--- config.mk ---
export PLATFORM = sky130hd
export DESIGN_NAME = alu_result_tx_ctrl
export DESIGN_NICKNAME = d
export VERILOG_FILES = /design/src/rtl/alu_result_tx_ctrl_pkg.sv /design/src/rtl/alu_result_tx_ctrl_fifo.sv /design/src/rtl/alu_result_tx_ctrl.sv
export SDC_FILE = /design/constraint.sdc
export NUM_CORES = 1
export LEC_CHECK = 0
export CAP_MARGIN = 20
export CORE_MARGIN = 1.5
export CORE_UTILIZATION = 62
export CTS_CLUSTER_SIZE = 12
export DETAILED_ROUTE_END_ITERATION = 8
export PLACE_DENSITY = 0.92
export SLEW_MARGIN = 20
export SYNTH_ARGS = -nofsm -noshare
export SYNTH_HDL_FRONTEND = slang
export SYNTH_SLANG_ARGS = --single-unit
--- constraint.sdc ---
create_clock -name CLK -period 3.8 [get_ports CLK]
set_input_delay 0.57 -clock CLK [delete_from_list [all_inputs] [get_ports CLK]]
set_output_delay 0.57 -clock CLK [all_outputs]
set_load 0.02 [all_outputs]
--- src/rtl/alu_result_tx_ctrl_pkg.sv ---
// Shared state encoding and sizing helpers for the ALU result
// to UART byte transmitter.
package alu_tx_pkg;

  localparam int BYTE_W = 8;

  typedef enum logic [2:0] {
    S_IDLE,
    S_LOAD,
    S_SEND,
    S_WAIT_HI,
    S_WAIT_LO
  } state_t;

  function automatic int clog2(input int n);
    int r;
    r = 0;
    while ((1 << r) < n) r++;
    return r;
  endfunction

endpackage

--- src/rtl/alu_result_tx_ctrl_fifo.sv ---
// Result FIFO between the ALU and the byte sender; extra pointer
// MSB tells full from empty.
module result_fifo
  import alu_tx_pkg::*;
#(
  parameter int Width = 16,
  parameter int DEPTH = 4
) (
  input  logic             CLK,
  input  logic             RST,
  input  logic             push,
  input  logic             pop,
  input  logic [Width-1:0] wdata,
  output logic [Width-1:0] rdata,
  output logic             full,
  output logic             empty
);

  localparam int AW = clog2(DEPTH);
  localparam logic [AW:0] ONE = 1;

  logic [AW:0]      wptr;
  logic [AW:0]      rptr;
  logic [Width-1:0] mem [DEPTH];

  always_ff @(posedge CLK or negedge RST) begin
    if (!RST) begin
      wptr <= '0;
      rptr <= '0;
    end else begin
      if (push) wptr <= wptr + ONE;
      if (pop) rptr <= rptr + ONE;
    end
  end

  always_ff @(posedge CLK) begin
    if (push) mem[wptr[AW-1:0]] <= wdata;
  end

  assign rdata = mem[rptr[AW-1:0]];
  assign empty = (wptr == rptr);
  assign full = (wptr[AW] != rptr[AW]) &&
                (wptr[AW-1:0] == rptr[AW-1:0]);

endmodule

--- src/rtl/alu_result_tx_ctrl.sv ---
// Queues ALU results and feeds them bytewise to the UART TX.
// Define ALU_TX_MSB_FIRST_EN to send the most-significant byte first.
module alu_result_tx_ctrl
  import alu_tx_pkg::*;
#(
  parameter int Width = 16,
  parameter int DEPTH = 4
) (
  input  logic             CLK,
  input  logic             RST,
  input  logic [Width-1:0] ALU_OUT,
  input  logic             OUT_VALID,
  input  logic             TX_BUSY,
  output logic [7:0]       TX_P_DATA,
  output logic             TX_D_VALID,
  output logic             OVERRUN,
  output logic             IDLE
);

  localparam int NB = Width / BYTE_W;
  localparam int CW = (NB > 1) ? clog2(NB) : 1;
  localparam logic [CW-1:0] LAST = CW'(NB - 1);
  localparam logic [CW-1:0] ONE = 1;

  state_t           state;
  logic [Width-1:0] shreg;
  logic [Width-1:0] nxt;
  logic [Width-1:0] head;
  logic [7:0]       cur;
  logic [CW-1:0]    cnt;
  logic             full;
  logic             empty;
  logic             pop;
  logic             push;

  // A pop in the same cycle frees the slot the push lands in.
  assign pop = (state == S_LOAD);
  assign push = OUT_VALID && (!full || pop);

  result_fifo #(
    .Width(Width),
    .DEPTH(DEPTH)
  ) u_fifo (
    .CLK  (CLK),
    .RST  (RST),
    .push (push),
    .pop  (pop),
    .wdata(ALU_OUT),
    .rdata(head),
    .full (full),
    .empty(empty)
  );

`ifdef ALU_TX_MSB_FIRST_EN
  assign cur = shreg[Width-1 -: BYTE_W];
  assign nxt = shreg << BYTE_W;
`else
  assign cur = shreg[BYTE_W-1:0];
  assign nxt = shreg >> BYTE_W;
`endif

  always_ff @(posedge CLK or negedge RST) begin
    if (!RST) begin
      state      <= S_IDLE;
      shreg      <= '0;
      cnt        <= '0;
      TX_P_DATA  <= '0;
      TX_D_VALID <= 1'b0;
      OVERRUN    <= 1'b0;
    end else begin
      TX_D_VALID <= 1'b0;
      if (OUT_VALID && full && !pop) OVERRUN <= 1'b1;
      unique case (state)
        S_IDLE: begin
          if (!empty) state <= S_LOAD;
        end
        S_LOAD: begin
          shreg <= head;
          cnt   <= LAST;
          state <= S_SEND;
        end
        S_SEND: begin
          if (!TX_BUSY) begin
            TX_P_DATA  <= cur;
            TX_D_VALID <= 1'b1;
            state      <= S_WAIT_HI;
          end
        end
        S_WAIT_HI: begin
          if (TX_BUSY) state <= S_WAIT_LO;
        end
        S_WAIT_LO: begin
          if (!TX_BUSY) begin
            if (cnt == '0) begin
              state <= empty ? S_IDLE : S_LOAD;
            end else begin
              shreg <= nxt;
              cnt   <= cnt - ONE;
              state <= S_SEND;
            end
          end
        end
        default: state <= S_IDLE;
      endcase
    end
  end

  assign IDLE = empty && (state == S_IDLE);

endmodule

==> Flow_metrics.wiki, run 1 <==
{| class="wikitable"
! Metric !! Value
|-
| Inserted Clock Buffers || 9
|-
| Cell Chain, Critical Path || buf_4 -> xnor2_1 -> and4_1 -> clkdlybuf4s50_1
|-
| Mean instance size in the synthesized netlist || 19.37 µm²
|-
| Clock period minus final worst setup slack || 2648 ps
|-
| Leakage power || around 0.0017 µW
|-
| First-pass GRT wire length || 10,220 µm
|-
| Logic depth of the worst path, buffers included || 4
|-
| Arrival time of the worst setup path || 2080 ps
|-
| Capturing element type of the critical path || output port
|-
| Outcome || finished clean
|-
| Largest vdd supply drop || between 0.5 and 0.6 mV
|-
| Worst setup slack before clock tree synthesis || between 1000 and 1500 ps
|-
| Crit share post-route || 0.6969
|-
| Routability-driven placement congestion ratio || 0.7022
|-
| Clock root buffer || sky130_fd_sc_hd__clkbuf_8
|-
| Share of layout cells above drive strength 1 || 0.2771
|-
| Clock transition at the register clock pins on the worst setup and hold paths after CTS || around 100 ps
|-
| Largest net degree at the start of global routing || 37
|-
| Total clock sinks || 100
|-
| Hold violation count in the final report || 0
|-
| Number of global-route vias before repair || just over 2,000
|-
| Power per cell area || 793.6 nW/µm²
|-
| Dpl hpwl || 3944 µm
|-
| Die Height || between 80 and 90 µm
|-
| Post-Synthesis Net Count || approximately 230
|-
| Post-route worst hold slack || between 400 and 500 ps
|-
| Count of mapped cells out of synthesis || 208
|-
| Buffers from clock root to sink, at most || 2
|-
| Hold bufs inserted after CTS || 0
|-
| Hold depth || 1
|-
| Sum Neg Setup Slack || 0 ps
|-
| Std cell rows || 29
|-
| Required @ worst endpoint || between 3000 and 4000 ps
|-
| Placeable core area || around 6300 µm²
|-
| Buffering stage count on the worst path with inverters included || 2
|-
| Die Outline Area || about 7000 µm²
|-
| Yosys Warn Count || 0
|-
| Latest clock arrival within the worst-skew pair || between 300 and 400 ps
|-
| Part of the total power dissipated in sequential elements || 0.467
|-
| Detailed-routing iteration count for the pre-antenna-repair pass || 4
|-
| Maximum operating frequency || between 300 and 400 MHz
|-
| Clock skew || between 10 and 15 ps
|-
| Slowest cell delay on critical path || about 600 ps
|-
| Antenna Nets Post-Route || 0
|-
| Netlist area before placement || 4029 µm²
|-
| Aggregate global-route resource usage || 0.1978
|-
| Actual transition at the worst max-transition pin || approximately 810 ps
|-
| Post-CTS setup buffer count || 0
|-
| Commonest cells after routing, fill and taps aside || 64 x sky130_fd_sc_hd__edfxtp_1, 36 x sky130_fd_sc_hd__dfrtp_1, 30 x sky130_fd_sc_hd__clkdlybuf4s50_1
|-
| Number of DRC violations after detailed-routing iteration 0 || approximately 130
|-
| Number of cells on the worst reg-to-reg path || 4
|-
| Starting density of the core || 0.6381
|-
| Part of the Yosys area used for sequential elements || 0.7006
|-
| Kind of path behind the tightest hold check || flop to flop
|-
| Clock tree from TritonCTS || yes
|-
| Internal Dissipation || ~2500 µW
|-
| FF+latch count, synth || 100
|-
| Remaining global-route overflow || 0
|-
| I/O pin total || 31
|-
| Resized Gates After CTS || 0
|-
| Least setup slack across all paths after layout || around 1200 ps
|-
| Final-report max-slew violation count || 0
|-
| DRC violations left || 0
|-
| Share of total power in the clock network || 0.181
|-
| # diodes || 0
|-
| Comb power frac || 0.352
|-
| Net count of the finished layout || between 200 and 300
|-
| Routed wirelength normalized by instance count || about 18 µm
|-
| Total net switching power || about 1200 µW
|-
| Final setup viols || 0
|-
| Number of distinct library cells after synthesis || 36
|-
| Setup repair after global routing missed its margin || false
|-
| Vias per Instance || 5.862
|-
| Slowest stage cell on the critical path || sky130_fd_sc_hd__clkdlybuf4s50_1
|-
| Fraction of power spent switching nets || 0.3223
|-
| Total via count after detailed routing || about 1,900
|-
| Port-buffer cells || 30
|-
| Path type of the worst setup path || flop to output port
|-
| Relative max-transition margin || 0.4605
|-
| Synthesis-to-finish area growth || 14.07%
|-
| Most frequent standard cell in the layout excluding fill and tap cells || sky130_fd_sc_hd__edfxtp_1
|-
| Number of antenna violations at the first check in global routing || 0
|-
| H-tree levels || 3
|-
| Max-cap violations || 0
|-
| # fillers || roughly 380
|-
| CP Max Fanout || 20
|-
| Final Routed Wirelength || roughly 6000 µm
|-
| Width of the die || 83.61 µm
|-
| Top cell family by delay on the critical path || buffers and inverters
|-
| Crit start category || flop
|}
[area by class of cell]
cell class	instances	area, µm²	share of cell area
multi-input cells	96	1132	0.2464
well taps	77	96.34	0.02096
flip-flops and latches	100	2823	0.6142
repair buffers	35	337.8	0.07351
clock buffers	9	123.9	0.02695
clock inverters	7	75.07	0.01634
inverters	2	7.507	0.001634
[metal layers]
layer | GRT usage | wire, µm
met5 | 0 | 0
met4 | 0.08495 | 122
met3 | 0.05737 | 254
met1 | 0.2532 | 2560
met2 | 0.3196 | 3084
[synthesized netlist by cell type]
master                     number  share of area
sky130_fd_sc_hd__nor3_2         1         0.0025
sky130_fd_sc_hd__o21ai_0        2         0.0025
sky130_fd_sc_hd__xor2_1         4         0.0087
sky130_fd_sc_hd__edfxtp_1      64           0.48
sky130_fd_sc_hd__and2b_1        1         0.0019
sky130_fd_sc_hd__nand2b_1       1         0.0016
sky130_fd_sc_hd__nor3b_1        1         0.0019
sky130_fd_sc_hd__nand3_1        1         0.0012
sky130_fd_sc_hd__a21boi_0       1         0.0019
sky130_fd_sc_hd__nand2_1        4         0.0037
sky130_fd_sc_hd__xnor2_1        6          0.013
sky130_fd_sc_hd__buf_6          1         0.0028
sky130_fd_sc_hd__o41a_1         1         0.0028
sky130_fd_sc_hd__o21bai_2       1         0.0028
sky130_fd_sc_hd__or3b_2         1         0.0022
sky130_fd_sc_hd__a22o_1         8          0.017
sky130_fd_sc_hd__a41oi_2        1         0.0040
sky130_fd_sc_hd__or3b_1         1         0.0022
sky130_fd_sc_hd__mux4_2        16          0.089
sky130_fd_sc_hd__ha_1           5          0.016
sky130_fd_sc_hd__o211ai_1       1         0.0019
sky130_fd_sc_hd__and4bb_2       1         0.0031
sky130_fd_sc_hd__mux2_2        18          0.050
sky130_fd_sc_hd__o32ai_1        1         0.0022
sky130_fd_sc_hd__nand3b_1       1         0.0019
sky130_fd_sc_hd__buf_2          5         0.0062
sky130_fd_sc_hd__inv_1          2         0.0019
sky130_fd_sc_hd__and2_1         3         0.0047
sky130_fd_sc_hd__nor4_1         1         0.0016
sky130_fd_sc_hd__mux2_4         8          0.030
sky130_fd_sc_hd__o31ai_1        2         0.0037
sky130_fd_sc_hd__a31o_2         1         0.0022
sky130_fd_sc_hd__and4_1         1         0.0022
sky130_fd_sc_hd__dfrtp_1       36           0.22
sky130_fd_sc_hd__nor3_1         2         0.0025
sky130_fd_sc_hd__buf_4          4         0.0075
[through the flow]
stage | instances | power [µW] | area [µm²] | utilization
CTS | 326 | 3682 | 4596 | 0.7279
finish | 326 | 3647 | 4596 | 0.7279
global placement | 310 | 2954 | 4397 | 0.6964
global route | 326 | 3863 | 4596 | 0.7279
detailed placement | 310 | 3028 | 4397 | 0.6964
floorplan | 208 | 2666 | 4029 | -
[worst register-to-register path, cell delays in order, from the launching register on]
cell and delay, ps:
sky130_fd_sc_hd__dfrtp_1 340, sky130_fd_sc_hd__buf_4 340, sky130_fd_sc_hd__xor2_1 310, sky130_fd_sc_hd__o41a_1 300, sky130_fd_sc_hd__and2_1 690
[worst paths after layout]
check	startpoint	end	slack (ps)
hold / removal	OVERRUN$_DFFE_PN0P_	OVERRUN$_DFFE_PN0P_	480
max in group asynchronous	RST	shreg[12]$_DFFE_PN0P_	2890
min in group asynchronous	RST	OVERRUN$_DFFE_PN0P_	600
setup / recovery	u_fifo.rptr[1]$_DFFE_PN0N_	IDLE	1150
setup reg to reg	u_fifo.rptr[0]$_DFFE_PN0N_	u_fifo.mem[0][1]$_DFFE_PP_	1450
hold reg to reg	OVERRUN$_DFFE_PN0P_	OVERRUN$_DFFE_PN0P_	480
[logic make-up after synthesis]
logic type               count (synthesis)  synth area share
AO/OA/AOI/OAI                           19           0.04131
XOR/XNOR                                10           0.02174
adder cells (fa/ha/maj)                  5           0.01553
buffers and inverters                   12           0.01832
flip-flops                             100            0.7006
multiplexers                            42            0.1696
AND/OR/NAND/NOR                         20           0.03292
[power groups by stage]
stage | sequential (µW) | combinational (µW) | clock [µW]
2_1_floorplan | 1720 | 947 | 0
3_3_place_gp | 1700 | 1250 | 0
3_5_place_dp | 1730 | 1300 | 0
4_1_cts | 1710 | 1310 | 669
5_1_grt | 1750 | 1400 | 713
6_report | 1700 | 1280 | 659
[registers in the layout, indices dropped and copies added, names as in the netlist]
register,cells
shreg,16
cnt,1
state,3
TX_D_VALID,1
TX_P_DATA,8
u_fifo.rptr,3
u_fifo.mem,64
OVERRUN,1
u_fifo.wptr,3
No activity file was read; power rests on OpenSTA's default activity.
==> inputs of run 2 (changes only) <==
- CORE_UTILIZATION: 62 -> 52
- PLACE_DENSITY: 0.92 -> 0.83
- clock period: 3.8 -> 2.2 ns (I/O delays scaled with it)
==> run 2 against run 1 <==
Clock skew is 7.5 ps lower. First-iteration DRC count is 19% lower. Worst hold slack got worse by 420 ps. Design area up 1.9%. Routed wire length up 10%. Combinational power up 81%. Count of clock-buffer cells in the layout up 2. Global-route usage decreased by 2.4 points. Die area grew 19%. Cell count up 9.8%.
==> Flow_metrics.wiki, run 2 (synthesis results as in run 1) <==
{| class="wikitable"
! Metric !! Value
|-
| Clock transition at the register clock pins on the worst setup and hold paths after CTS || 90 ps (about the same)
|-
| Reg-to-reg critical path startpoint || state[0]$_DFFE_PN0P_
|-
| Maximum operating frequency || a little over 500 MHz
|-
| Top cell family by delay on the critical path || flip-flops
|-
| Actual transition at the worst max-transition pin || 789.2 ps (-20.00 ps)
|-
| Port-buffer cells || 30 (unchanged)
|-
| Starting density of the core || 0.5467 (-0.09144)
|-
| Power per cell area || 1353 nW/µm² (+70%)
|-
| Antenna Nets Post-Route || 0 (unchanged)
|-
| Clock tree from TritonCTS || yes
|-
| Register cell area after layout || 2823 µm² (unchanged)
|-
| I/O pin total || 31 (unchanged)
|-
| Buffers from clock root to sink, at most || 2 (unchanged)
|-
| Synthesis-to-finish area growth || 16.24%
|-
| Crit share post-route || 0.9018
|-
| Die Outline Area || 8285 µm² (+19%)
|-
| Path type of the worst setup path || flop to output port
|-
| DRC violations left || 0 (unchanged)
|-
| Hold bufs inserted after CTS || 0 (unchanged)
|-
| Number of antenna violations at the first check in global routing || 0 (unchanged)
|-
| H-tree levels || 3 (unchanged)
|-
| Std cell rows || 31 (+6.9%)
|-
| Sum Neg Setup Slack || 0 ps (unchanged)
|-
| Die Height || 91.02 µm (+8.9%)
|-
| Slowest stage cell on the critical path || sky130_fd_sc_hd__dfrtp_1
|-
| Number of DRC violations after detailed-routing iteration 0 || 103 (-19%)
|-
| Net count of the finished layout || 279 (+3.7%)
|-
| Capturing element type of the critical path || output port
|-
| Hold violation count in the final report || 0 (unchanged)
|-
| Total via count after detailed routing || 1,979 (+3.6%)
|-
| Inserted Clock Buffers || 9 (unchanged)
|-
| Cell Chain, Critical Path || nor3_1 -> and4_1 -> dlygate4sd2_1
|-
| Remaining global-route overflow || 0 (unchanged)
|-
| Width of the die || 91.02 µm (+8.9%)
|-
| Largest vdd supply drop || 0.4744 mV (-16%)
|-
| Setup repair after global routing missed its margin || false
|-
| Dpl hpwl || 4524 µm (+15%)
|-
| Clock skew || 6.305 ps (-7.520 ps)
|-
| Final Routed Wirelength || 6622 µm (+10%)
|-
| Clock root buffer || sky130_fd_sc_hd__clkbuf_8
|-
| Clock period minus final worst setup slack || 1984 ps
|-
| Total clock sinks || 100 (unchanged)
|-
| Most frequent standard cell in the layout excluding fill and tap cells || sky130_fd_sc_hd__edfxtp_1
|-
| Slack of the worst reg-to-reg path || 250 ps (-1200 ps)
|-
| Leakage power || 0.001721 µW (+2.3%)
|-
| Buffering stage count on the worst path with inverters included || 1 (-1)
|-
| Post-layout total power || 6336 µW (+74%)
|-
| Aggregate global-route resource usage || 0.1735 (-0.02431)
|-
| Largest net degree at the start of global routing || 37 (unchanged)
|-
| Slowest cell delay on critical path || 490 ps (-110 ps)
|-
| Final setup viols || 0 (unchanged)
|-
| Max reg flops || 64 (unchanged)
|-
| Footprint of the multi-input gates || 1132 µm² (unchanged)
|-
| Required @ worst endpoint || 1870 ps (-1360 ps)
|-
| Outcome || finished clean
|-
| Relative max-transition margin || 0.4739 (+0.01334)
|-
| Share of layout cells above drive strength 1 || 0.3012 (+0.02405)
|-
| # fillers || 525 (+39%)
|-
| Post-CTS setup buffer count || 0 (unchanged)
|-
| Arrival time of the worst setup path || 1650 ps (-430 ps)
|-
| Vias per Instance || 5.528 (-5.7%)
|-
| Endpoint of the worst register-to-register path || shreg[0]$_DFFE_PN0P_
|-
| Routability-driven placement congestion ratio || 0.7603 (+8.3%)
|-
| Latest clock arrival within the worst-skew pair || 350 ps (-30 ps)
|-
| First-pass GRT wire length || 10,560 µm (+3.4%)
|-
| Number of cells on the worst reg-to-reg path || 3 (-1)
|-
| Detailed-routing iteration count for the pre-antenna-repair pass || 4 (unchanged)
|-
| Final-report max-slew violation count || 0 (unchanged)
|-
| Max-cap violations || 0 (unchanged)
|-
| Crit start category || flop
|-
| Placeable core area || 7370 µm² (+17%)
|-
| Resized Gates After CTS || 1 (+1)
|-
| CP Max Fanout || 10 (-50%)
|-
| Kind of path behind the tightest hold check || primary input to asynchronous set/reset pin
|-
| Commonest cells after routing, fill and taps aside || 64 x sky130_fd_sc_hd__edfxtp_1, 36 x sky130_fd_sc_hd__dfrtp_1, 28 x sky130_fd_sc_hd__clkdlybuf4s50_1
|-
| Number of global-route vias before repair || 2,034 (+0.44%)
|-
| # diodes || 0 (unchanged)
|-
| Routed wirelength normalized by instance count || 18.50 µm (+0.15%)
|}
-- run 2: worst max-delay path by stage --
stage                               startpoint                          to  slack (ps)  depth (start not counted)
after floorplan           state[2]$_DFFE_PN0P_  u_fifo.mem[3][0]$_DFFE_PP_         160                          3
after global placement                 TX_BUSY        shreg[1]$_DFFE_PN0P_         210                          4
after detailed placement               TX_BUSY        shreg[0]$_DFFE_PN0P_         210                          4
after CTS                 state[0]$_DFFE_PN0P_                        IDLE         190                          3
after global routing      state[2]$_DFFE_PN0P_                        IDLE         100                          3
final                     state[2]$_DFFE_PN0P_                        IDLE         220                          3
-- run 2: area by class of cell --
type,instances,area share
multi-input combinational,96,0.2418
clock buffer,11,0.03019
sequential,100,0.6027
clock inverter,5,0.007748
timing repair buffer,45,0.08950
tap,99,0.02645
inverter,2,0.001603
-- run 2: stage by stage --
stage          hold slack [ps]  area (µm²)  setup slack [ps]    util  instances
2_1_floorplan            34.41        4029             161.3       -        208
3_3_place_gp             455.6        4507             209.4  0.6115        342
3_5_place_dp             462.7        4507             207.6  0.6115        342
4_1_cts                  70.37        4683             191.7  0.6355        358
5_1_grt                  119.2        4683             102.6  0.6355        358
6_report                 54.24        4683             216.0  0.6355        358
-- run 2: power by group --
group	switching [µW]	internal [µW]
Clock	598	445
Combinational	1040	1280
Sequential	346	2630
Total	1990	4350
-- run 2: routing by layer --
layer  global-route usage  routed length, µm  vias to the layer above
met5                    0                  0                        -
met1               0.2160               2946                     1021
met4              0.08333                107                        0
met3              0.03769                188                       10
met2               0.2886               3379                       37
li1                     -                  -                      911
==> inputs of run 3 (changes only) <==
- REMOVE_ABC_BUFFERS: not set -> 1
- SKIP_LAST_GASP: not set -> 1
==> run 3 against run 2 <==
Non-clock buffer count unchanged. Critical path depth stayed put. Die area did not move. Utilization up 1.3 points. Design area increased by 2.0%. Worst setup slack improved by 27 ps. Via count shrank 0.66%. Largest power group unchanged.
==> Flow_metrics.wiki, run 3 (synthesis results as in run 1) <==
{| class="wikitable"
! Metric !! Value
|-
| Outcome || finished clean
|-
| Clock period minus final worst setup slack || 1957 ps (-27.31 ps)
|-
| Synthesis-to-finish area growth || 18.60%
|-
| Max-cap violations || 0 (unchanged)
|-
| Kind of path behind the tightest hold check || primary input to asynchronous set/reset pin
|-
| Number of antenna violations at the first check in global routing || 0 (unchanged)
|-
| Commonest cells after routing, fill and taps aside || 64 x sky130_fd_sc_hd__edfxtp_1, 36 x sky130_fd_sc_hd__dfrtp_1, 28 x sky130_fd_sc_hd__clkdlybuf4s50_1
|-
| Inserted Clock Buffers || 9 (unchanged)
|-
| Clock root buffer || sky130_fd_sc_hd__clkbuf_8
|-
| Hold violation count in the final report || 0 (unchanged)
|-
| I/O pin total || 31 (unchanged)
|-
| Setup repair after global routing missed its margin || false
|-
| Clock transition at the register clock pins on the worst setup and hold paths after CTS || 100 ps (about the same)
|-
| Placeable core area || 7370 µm² (unchanged)
|-
| Routed wirelength normalized by instance count || 18.67 µm (+0.92%)
|-
| Placed cell areas || 4519 µm² (+0.28%)
|-
| Final Routed Wirelength || 6683 µm (+0.92%)
|-
| Resized Gates After CTS || 3 (+2)
|-
| Final-report max-slew violation count || 0 (unchanged)
|-
| Relative max-transition margin || 0.4622 (-0.01163)
|-
| Share of layout cells above drive strength 1 || 0.3127 (+0.01158)
|-
| Final setup viols || 0 (unchanged)
|-
| Capturing element type of the critical path || output port
|-
| Post-route worst hold slack || 53.39 ps (-0.8535 ps)
|-
| Buffers from clock root to sink, at most || 2 (unchanged)
|-
| Total clock sinks || 100 (unchanged)
|-
| Path type of the worst setup path || flop to output port
|-
| Clock tree from TritonCTS || yes
|-
| Post-layout total power || 6722 µW (+6.1%)
|-
| Total via count after detailed routing || 1,966 (-0.66%)
|-
| Aggregate global-route resource usage || 0.1760 (+0.002515)
|-
| Crit share post-route || 0.8894 (-0.01241)
|-
| Arrival time of the worst setup path || 1630 ps (-20 ps)
|-
| Actual transition at the worst max-transition pin || 806.6 ps (+17.44 ps)
|-
| Post-route cell area || 4778 µm² (+2.0%)
|-
| Largest vdd supply drop || 0.5491 mV (+16%)
|-
| Hold bufs inserted after CTS || 0 (unchanged)
|-
| Width of the die || 91.02 µm (unchanged)
|-
| Latest clock arrival within the worst-skew pair || 350 ps (about the same)
|-
| CP Max Fanout || 10 (unchanged)
|-
| Max reg flops || 64 (unchanged)
|-
| Remaining global-route overflow || 0 (unchanged)
|-
| # fillers || 524 (-0.19%)
|-
| Dpl hpwl || 4464 µm (-1.3%)
|-
| Crit start category || flop
|-
| Detailed-routing iteration count for the pre-antenna-repair pass || 4 (unchanged)
|-
| Die Height || 91.02 µm (unchanged)
|-
| Leakage power || 0.001777 µW (+3.3%)
|-
| DRC violations left || 0 (unchanged)
|-
| Antenna Nets Post-Route || 0 (unchanged)
|-
| Maximum operating frequency || 511.1 MHz (+1.4%)
|-
| Number of DRC violations after detailed-routing iteration 0 || 115 (+12%)
|-
| Power per cell area || 1407 nW/µm² (+4.0%)
|-
| Net count of the finished layout || 279 (unchanged)
|-
| H-tree levels || 3 (unchanged)
|-
| Starting density of the core || 0.5467 (unchanged)
|-
| Vias per Instance || 5.492 (-0.66%)
|-
| First-pass GRT wire length || 10,690 µm (+1.2%)
|-
| Clock skew || 8.539 ps (+2.234 ps)
|-
| Required @ worst endpoint || 1870 ps (about the same)
|-
| # diodes || 0 (unchanged)
|-
| Die Outline Area || 8285 µm² (unchanged)
|-
| Largest net degree at the start of global routing || 37 (unchanged)
|-
| Most frequent standard cell in the layout excluding fill and tap cells || sky130_fd_sc_hd__edfxtp_1
|-
| Number of global-route vias before repair || 2,082 (+2.4%)
|-
| Std cell rows || 31 (unchanged)
|-
| Final core utilization || 0.6484 (+0.01290)
|-
| Post-CTS setup buffer count || 0 (unchanged)
|-
| Routability-driven placement congestion ratio || 0.7576 (-0.36%)
|-
| Port-buffer cells || 30 (unchanged)
|}
[run 3: changes by cell type in the layout (fill, tap and decap cells not counted)]
cell | previous run | this run
sky130_fd_sc_hd__buf_12 | 1 | 2
sky130_fd_sc_hd__buf_4 | 14 | 13
sky130_fd_sc_hd__bufinv_16 | 0 | 1
sky130_fd_sc_hd__clkbuf_16 | 0 | 3
sky130_fd_sc_hd__clkbuf_8 | 10 | 9
sky130_fd_sc_hd__clkinv_1 | 1 | 0
sky130_fd_sc_hd__clkinv_4 | 1 | 0
sky130_fd_sc_hd__clkinvlp_4 | 2 | 0
sky130_fd_sc_hd__inv_4 | 0 | 1
sky130_fd_sc_hd__nor3_1 | 2 | 1
sky130_fd_sc_hd__nor3_2 | 1 | 2
sky130_fd_sc_hd__xnor2_1 | 6 | 5
sky130_fd_sc_hd__xnor2_2 | 0 | 1
[run 3: power by group]
group	leakage [µW]	switching, µW	internal, µW
logic	0.000635	1060	1330
clock network	0.000126	613	739
registers	0.00102	352	2630
[run 3: layout make-up]
| class | instances | area [µm²] | area share |
|---|---|---|---|
| tap | 99 | 123.9 | 0.02592 |
| clock inverter | 3 | 45.04 | 0.009427 |
| sequential | 100 | 2823 | 0.5907 |
| multi-input combinational | 96 | 1145 | 0.2396 |
| inverter | 2 | 7.507 | 0.001571 |
| timing repair buffer | 45 | 431.7 | 0.09034 |
| clock buffer | 13 | 202.7 | 0.04242 |
[run 3: final timing paths]
path                                            end  slack [ps]  cells after the start                        from
setup / recovery                               IDLE         240                      3        state[2]$_DFFE_PN0P_
hold / removal                  OVERRUN$_DFFE_PN0P_          50                      1                         RST
setup reg to reg               shreg[1]$_DFFE_PN0P_         250                      4  u_fifo.rptr[0]$_DFFE_PN0N_
hold reg to reg                 OVERRUN$_DFFE_PN0P_         480                      1         OVERRUN$_DFFE_PN0P_
max in group asynchronous  TX_P_DATA[5]$_DFFE_PN0P_        1630                      1                         RST
min in group CLK                OVERRUN$_DFFE_PN0P_         480                      1         OVERRUN$_DFFE_PN0P_
[run 3: stage by stage]
step,TNS (ps),setup slack [ps],instances
2_1_floorplan,-8464,-176.3,198
3_5_place_dp,0,223.0,342
4_1_cts,0,226.0,358
6_report,0,243.3,358
3_3_place_gp,0,275.2,342
5_1_grt,0,163.0,358
[run 3: layer usage]
| layer | wire length [µm] | share of wire | up-vias | GRT usage |
|---|---|---|---|---|
| met1 | 2941 | 0.44 | 1002 | 0.2334 |
| met4 | 129 | 0.019 | 0 | 0.08594 |
| met5 | 0 | 0 | - | 0 |
| met3 | 229 | 0.034 | 12 | 0.03183 |
| li1 | - | - | 912 | - |
| met2 | 3383 | 0.51 | 40 | 0.2817 |
[run 3: critical path: stages (launching register included)]
cell	delay, ps
sky130_fd_sc_hd__dfrtp_1	490
sky130_fd_sc_hd__nor3_2	240
sky130_fd_sc_hd__and4_1	210
sky130_fd_sc_hd__dlygate4sd2_1	330
